--- src/rtl/wb_pkg.sv ---
// Shared types and helpers for the writeback scheduler.
package wb_pkg;

  typedef struct packed {
    logic        fmode;
    logic [4:0]  idx;
    logic [31:0] data;
  } wb_req_t;

  localparam int REQ_ALU    = 0;
  localparam int REQ_FPU    = 1;
  localparam int REQ_LSU    = 2;
  localparam int SB_ENTRIES = 64;

  // Scoreboard slot: freg entries live in the upper half.
  function automatic logic [5:0] sb_index(input logic fmode, input logic [4:0] idx);
    return {fmode, idx};
  endfunction

endpackage

--- src/rtl/wb_age_arbiter.sv ---
// Fixed-priority arbiter with per-requester age counters; a requester denied
// AGE_LIMIT consecutive valid cycles becomes urgent and overrides base priority.
// Optional WBSCHED_PERF_EN adds o_age_max (largest current age).
module wb_age_arbiter #(
  parameter int NREQ      = 3,
  parameter int AGE_LIMIT = 4,
  localparam int AW       = $clog2(AGE_LIMIT + 1)
) (
  input  logic            clk,
  input  logic            rstn,
  input  logic [NREQ-1:0] i_valid,
  output logic [NREQ-1:0] o_grant
`ifdef WBSCHED_PERF_EN
  ,
  output logic [AW-1:0]   o_age_max
`endif
);

  localparam logic [AW-1:0]   LIMIT   = AW'(AGE_LIMIT);
  localparam logic [AW-1:0]   AGE_ONE = AW'(1);
  localparam logic [NREQ-1:0] VEC_ONE = NREQ'(1);

  logic [AW-1:0]   r_age [NREQ];
  logic [NREQ-1:0] w_urgent;
  logic [NREQ-1:0] w_pick;

  // Urgent requesters are those still valid after AGE_LIMIT denials.
  always_comb begin
    w_urgent = '0;
    for (int i = 0; i < NREQ; i++) begin
      w_urgent[i] = i_valid[i] && (r_age[i] >= LIMIT);
    end
  end

  // Lowest set bit of the chosen pool; grants are suppressed in reset.
  always_comb begin
    w_pick  = (|w_urgent) ? w_urgent : i_valid;
    o_grant = rstn ? (w_pick & (~w_pick + VEC_ONE)) : '0;
  end

  // Age counts consecutive denied valid cycles, saturating at the limit.
  always_ff @(posedge clk) begin
    for (int i = 0; i < NREQ; i++) begin
      if (!rstn || !i_valid[i] || o_grant[i]) begin
        r_age[i] <= '0;
      end else if (r_age[i] < LIMIT) begin
        r_age[i] <= r_age[i] + AGE_ONE;
      end
    end
  end

`ifdef WBSCHED_PERF_EN
  // Largest age currently held by any requester.
  always_comb begin
    o_age_max = '0;
    for (int i = 0; i < NREQ; i++) begin
      if (r_age[i] > o_age_max) o_age_max = r_age[i];
    end
  end
`endif

endmodule

--- src/rtl/wb_scheduler.sv ---
// Writeback controller: arbitrates producers onto the single register-file
// write port and tracks pending writes for RAW hazard queries.
// Optional WBSCHED_PERF_EN adds conflict_cnt and max_age outputs.
module wb_scheduler
  import wb_pkg::*;
#(
  parameter int NREQ      = 3,
  parameter int AGE_LIMIT = 4,
  localparam int AW       = $clog2(AGE_LIMIT + 1)
) (
  input  logic              clk,
  input  logic              rstn,
  input  logic              issue_valid,
  input  logic              issue_fmode,
  input  logic [4:0]        issue_rd,
  input  logic [NREQ-1:0]   req_valid,
  input  logic [NREQ-1:0]   req_fmode,
  input  logic [5*NREQ-1:0] req_reg,
  input  logic [32*NREQ-1:0] req_data,
  output logic [NREQ-1:0]   req_ready,
  output logic              wenable,
  output logic              wfmode,
  output logic [4:0]        wreg,
  output logic [31:0]       wdata,
  input  logic              chk_fmode1,
  input  logic [4:0]        chk_rreg1,
  input  logic              chk_fmode2,
  input  logic [4:0]        chk_rreg2,
  output logic              busy1,
  output logic              busy2
`ifdef WBSCHED_PERF_EN
  ,
  output logic [31:0]       conflict_cnt,
  output logic [AW-1:0]     max_age
`endif
);

  wb_req_t                 w_req [NREQ];
  wb_req_t                 w_sel;
  logic                    w_xfer;
  logic [NREQ-1:0]         w_grant;
  logic [SB_ENTRIES-1:0]   r_sb;
  logic [SB_ENTRIES-1:0]   w_sb_next;
  logic                    r_wenable;
  logic                    r_wfmode;
  logic [4:0]              r_wreg;
  logic [31:0]             r_wdata;

`ifdef WBSCHED_PERF_EN
  logic [AW-1:0] w_age_max;
  logic [AW-1:0] r_max_age;
  logic [31:0]   r_conflict_cnt;
`endif

  wb_age_arbiter #(.NREQ(NREQ), .AGE_LIMIT(AGE_LIMIT)) u_arb (
    .clk      (clk),
    .rstn     (rstn),
    .i_valid  (req_valid),
    .o_grant  (w_grant)
`ifdef WBSCHED_PERF_EN
    ,
    .o_age_max(w_age_max)
`endif
  );

  assign req_ready = w_grant;
  assign w_xfer    = |w_grant;

  // Unpack requesters and OR-select the one-hot granted entry.
  always_comb begin
    w_sel = '0;
    for (int i = 0; i < NREQ; i++) begin
      w_req[i].fmode = req_fmode[i];
      w_req[i].idx   = req_reg[5*i +: 5];
      w_req[i].data  = req_data[32*i +: 32];
      if (w_grant[i]) w_sel = w_sel | w_req[i];
    end
  end

  // Write stage: greg 0 transfers complete the handshake but never write.
  always_ff @(posedge clk) begin
    if (!rstn) begin
      r_wenable <= 1'b0;
      r_wfmode  <= 1'b0;
      r_wreg    <= '0;
      r_wdata   <= '0;
    end else begin
      r_wenable <= w_xfer && (w_sel.fmode || (w_sel.idx != 5'd0));
      if (w_xfer) begin
        r_wfmode <= w_sel.fmode;
        r_wreg   <= w_sel.idx;
        r_wdata  <= w_sel.data;
      end
    end
  end

  assign wenable = r_wenable;
  assign wfmode  = r_wfmode;
  assign wreg    = r_wreg;
  assign wdata   = r_wdata;

  // Scoreboard next state: retire the current write, then apply the new issue
  // so a same-cycle reissue of that register stays pending.
  always_comb begin
    w_sb_next = r_sb;
    if (r_wenable) w_sb_next[sb_index(r_wfmode, r_wreg)] = 1'b0;
    if (issue_valid && (issue_fmode || (issue_rd != 5'd0))) begin
      w_sb_next[sb_index(issue_fmode, issue_rd)] = 1'b1;
    end
  end

  // Scoreboard register.
  always_ff @(posedge clk) begin
    if (!rstn) r_sb <= '0;
    else       r_sb <= w_sb_next;
  end

  // Busy masks the write in flight, since the file forwards wdata this cycle.
  assign busy1 = r_sb[sb_index(chk_fmode1, chk_rreg1)]
               && !(r_wenable && (r_wfmode == chk_fmode1) && (r_wreg == chk_rreg1))
               && (chk_fmode1 || (chk_rreg1 != 5'd0));
  assign busy2 = r_sb[sb_index(chk_fmode2, chk_rreg2)]
               && !(r_wenable && (r_wfmode == chk_fmode2) && (r_wreg == chk_rreg2))
               && (chk_fmode2 || (chk_rreg2 != 5'd0));

`ifdef WBSCHED_PERF_EN
  // Contention counter and age high-water mark.
  always_ff @(posedge clk) begin
    if (!rstn) begin
      r_conflict_cnt <= '0;
      r_max_age      <= '0;
    end else begin
      if ($countones(req_valid) >= 2) r_conflict_cnt <= r_conflict_cnt + 32'd1;
      if (w_age_max > r_max_age)      r_max_age      <= w_age_max;
    end
  end

  assign conflict_cnt = r_conflict_cnt;
  assign max_age      = r_max_age;
`endif

endmodule

--- config.mk ---
export PLATFORM = sky130hd
export DESIGN_NAME = wb_scheduler
export DESIGN_NICKNAME = d
export VERILOG_FILES = /design/src/rtl/wb_pkg.sv /design/src/rtl/wb_age_arbiter.sv /design/src/rtl/wb_scheduler.sv
export SDC_FILE = /design/constraint.sdc
export NUM_CORES = 1
export LEC_CHECK = 0
export ABC_AREA = 1
export BUFFER_PORTS_ARGS = -buffer_cell sky130_fd_sc_hd__buf_2
export CORE_MARGIN = 5
export CORE_UTILIZATION = 55
export DETAILED_ROUTE_END_ITERATION = 10
export PLACE_DENSITY = 0.82
export SETUP_SLACK_MARGIN = 0.15
export SLEW_MARGIN = 10
export SYNTH_ARGS = -nofsm -noshare
export SYNTH_HDL_FRONTEND = slang
export SYNTH_SLANG_ARGS = --single-unit
--- constraint.sdc ---
create_clock -name clk -period 4.7 [get_ports clk]
set_clock_uncertainty 0.1 [all_clocks]
set_input_delay 0.47 -clock clk [delete_from_list [all_inputs] [get_ports clk]]
set_output_delay 0.47 -clock clk [all_outputs]
set_load 0.1 [all_outputs]
==> results.md <==
- The clock latency of the later-clocked register in the worst-skew pair is 360 ps.
- The part of the Yosys area used for sequential elements is 33.0%.
- Setup repair after global routing left no endpoint under its margin.
- Walking the worst path, the cells encountered are nand2_1 > nand3_1 > nand2_1 > nand2_1 > buf_4 > nand2_2 > nor2_4 > buf_4 > buf_2.
- The pin count of the biggest net entering global routing is 87.
- The I/O pin total is 182.
- The CTS tree is yes.
- The maximum single-stage delay on the critical path is 490 ps.
- The first global-routing pass estimated 38.2 mm of wire.
- STA classifies the critical path endpoint as a primary output.
- The die height is 123 microns.
- The weighted congestion at the end of routability-driven global placement is 1.01.
- The average routed wire per standard cell is 17.5 microns.
- The final worst slack is 1250 ps.
- The flip-flop and latch count after synthesis is 111.
- Relative to the synthesized area, the layout overhead comes to 16.5%.
- The number of gates resized after cts is 0.
- The total half-perimeter wirelength after legalization and detailed placement is 18.4 mm.
- The critical path in this run is classified as register to primary output.
- The combined area of all synthesized cells is 7010 sq um.
- The count of nets left with antenna violations once routing finished came out at 0.
- Across the run, the number of max-cap violations was 0.
- The final-stage net count is 1417.
- After clock tree synthesis, the clock-pin slew on the worst setup and hold paths is 70 ps.
- For this run the aggregate overflow at the end of global routing stands at 0.
- The initial antenna violation count was 0.
- The startpoint class of the critical path is a register.
- The residual DRC count is 0.
- The starting density of the core is 55.7%.
- The actual transition at the worst max-transition pin is 1140 ps.
- The first routing iteration left 1271 violations.
- For the worst setup path, the data arrival time is 2880 ps.
- Buffers inserted to repair hold after CTS numbered 0.
- Using the TritonRoute via totals, the vias-per-cell ratio works out to 5.86.
- The tree is rooted in a sky130_fd_sc_hd__clkbuf_16.
- The via count is 8510.
- The overall track demand over capacity in global routing is 32.2%.
- The horizontal die dimension is 123 microns.
- The total clock sinks is 111.
- Ranked by total cell area, the synthesized netlist is headed by sky130_fd_sc_hd__dfxtp_1 29%, sky130_fd_sc_hd__nand2_1 19%, sky130_fd_sc_hd__nand3_1 10%.
- The number of warnings printed during yosys synthesis is 0.
- The number of max-slew violations in the final report was 0.
- The pre-antenna-repair detailed-routing pass consisted of 5 iterations.
- Synthesis handed over a netlist of 1143 instances.
- The final-report hold violation count is 0.
- The minimum setup slack after placement is 1380 ps.
- Setup violations remaining at the end of the flow were counted as 0.
- The number of buffers on the longest clock path is 2.
- The placeable core area is 12600 sq um.
- The number of global-route vias before repair is 7246.
- After clock tree synthesis, the setup repair step added 0 buffers.
- Of the available clock period, the critical path in the final layout requires 73.5%.
- The initialized floorplan defines 41 standard-cell rows.
- Of the post-synthesis cell area, the dominant cell type holds 29.1%.
- The power consumption is 2.48 mW.
- The time the final worst path needs with I/O delays and setup is 3450 ps.
- For this block, the routed nets add up to 25.4 mm of wire.
- In the final layout, the share of cells above drive strength 1 is 17.0%.
- The number of inserted diodes is 0.
- The die covers 15100 sq um.
- The largest voltage drop on the vdd net is 280 uV.
- The leakage power total is 3.72 nW.
- The cell type with the highest aggregate area in the netlist is sky130_fd_sc_hd__dfxtp_1.
- The slowest stage of the critical path belongs to the cell sky130_fd_sc_hd__buf_2.
- The deepest level of the CTS H-tree is 3.
- Data on the critical path is required at its endpoint by 4130 ps.
- The number of clock buffers inserted by TritonCTS is 9.
- Power spread over the standard cell area amounts to 304 nW/um^2.
- The maximum operating frequency is 0.290 GHz.
- The average instance in the mapped netlist occupies 6.13 sq um.
- The most frequent cell on the critical path is sky130_fd_sc_hd__nand2_1.
- The top fanout value on the critical path is 45.
- Yosys mapped the design onto 33 distinct sky130hd cell types.
- The max-slew headroom at the worst pin is 23.6%.
- The worst hold path class is input pin to register.
- The number of input and output port buffers inserted is 181.
- The flow ran to the end, and the final reports show no timing, DRC or antenna violations.
- Setup total negative slack on the finished layout was measured at 0 ps.
-- cell type report --
class | instances | area (sq um)
Timing Repair Buffer | 190 | 973
Clock inverter | 6 | 37.5
Fill cell | 1225 | 4410
Inverter | 89 | 334
Clock buffer | 10 | 229
Multi-Input combinational cell | 875 | 4060
Sequential cell | 111 | 2310
Tap cell | 172 | 215
-- critical path, delay by kind of cell (launching register included) --
| kind | cells | cell delay [ps] |
|---|---|---|
| and+or+nand+nor | 6 | 840 |
| DFF | 1 | 390 |
| buffers and inverters | 3 | 1290 |
-- cells in the mapped netlist --
library cell                 n
sky130_fd_sc_hd__o21ai_0    68
sky130_fd_sc_hd__nor3_2      1
sky130_fd_sc_hd__nor3_1     25
sky130_fd_sc_hd__nand2_2     2
sky130_fd_sc_hd__nor4_1      3
sky130_fd_sc_hd__a21boi_0    2
sky130_fd_sc_hd__buf_4       6
sky130_fd_sc_hd__conb_1      1
sky130_fd_sc_hd__a41oi_1     1
sky130_fd_sc_hd__buf_2      14
sky130_fd_sc_hd__a21oi_1    74
sky130_fd_sc_hd__clkinv_1    1
sky130_fd_sc_hd__inv_2       3
sky130_fd_sc_hd__dfxtp_1   102
sky130_fd_sc_hd__o221ai_1    1
sky130_fd_sc_hd__edfxtp_1    9
sky130_fd_sc_hd__o211ai_1    4
sky130_fd_sc_hd__nand3b_1   32
sky130_fd_sc_hd__nand3_2     1
sky130_fd_sc_hd__nor2_2      1
sky130_fd_sc_hd__nand2_1   352
sky130_fd_sc_hd__nand3_1   142
sky130_fd_sc_hd__xnor2_1     1
sky130_fd_sc_hd__inv_1      85
sky130_fd_sc_hd__ha_1        3
sky130_fd_sc_hd__a21boi_4    1
sky130_fd_sc_hd__buf_1      19
sky130_fd_sc_hd__nor2_4      2
sky130_fd_sc_hd__clkbuf_1   29
sky130_fd_sc_hd__o22ai_1     7
sky130_fd_sc_hd__nand4_1    48
sky130_fd_sc_hd__nor2_1    101
sky130_fd_sc_hd__buf_6       2
-- final timing paths --
kind	from	end	slack [ps]	depth (start not counted)
setup / recovery	u_arb.r_age[2][2]$_SDFFCE_PN0P_	req_ready[1]	1250	9
hold / removal	req_data[51]	wdata[19]$_SDFFE_PN0P_	330	5
setup reg to reg	u_arb.r_age[2][2]$_SDFFCE_PN0P_	wdata[17]$_SDFFE_PN0P_	1900	10
hold reg to reg	r_sb[40]$_SDFF_PN0_	r_sb[40]$_SDFF_PN0_	370	2
-- cells by family (layout without fill, tap and decap cells) --
family                     after synthesis  after routing  share of synthesized area, %
AOI/OAI and AO/OA                      158            158                          11.9
xor gates and xnor gates                 1              1                         0.125
adders and majority gates                3              3                         0.536
buffers and inverters                  159            295                          9.30
DFF                                    111            111                          33.0
other                                    1              3                        0.0535
and+or+nand+nor                        710            710                          45.1
-- cell usage in the layout (no fill, tap or decap), drive strengths merged, types with 9 or more instances in the layout --
master,n
buf,190
clkbuf,10
nand3b,32
o21ai,68
edfxtp,9
nand4,48
dfxtp,102
nor2,104
nor3,26
a21oi,74
inv,88
nand3,143
nand2,354
-- sequential cells by signal, summed over array words and instances (netlist names) --
name and flops:
wenable 1, u_arb.r_age 9, wreg 5, wdata 32, wfmode 1, r_sb 63
-- where the power goes --
part / switching [mW] / internal, mW
combinational: 0.558 / 0.173
sequential: 0.0366 / 0.991
clock: 0.364 / 0.358
total: 0.958 / 1.52
-- routing by layer --
metal | vias to the layer above | share of wire [%] | wire length, microns | track usage, %
li1 | 4046 | - | - | -
met1 | 3898 | 42 | 10700 | 46.5
met2 | 503 | 43 | 10900 | 44.7
met3 | 63 | 12 | 3120 | 9.72
met4 | 0 | 3.0 | 759 | 12.7
met5 | - | 0 | 0 | 0
-- metrics by stage --
step | hold WS (ps) | util, % | cell area (sq um) | cells
after detailed placement | 365 | 62.8 | 7900 | 1437
after CTS | 329 | 64.9 | 8160 | 1453
final | 331 | 64.9 | 8160 | 1453
after global placement | 360 | 62.8 | 7900 | 1437
after global routing | 361 | 64.9 | 8160 | 1453
after floorplan | 345 | - | 7010 | 1145
Power figures use the tool's default switching activity.
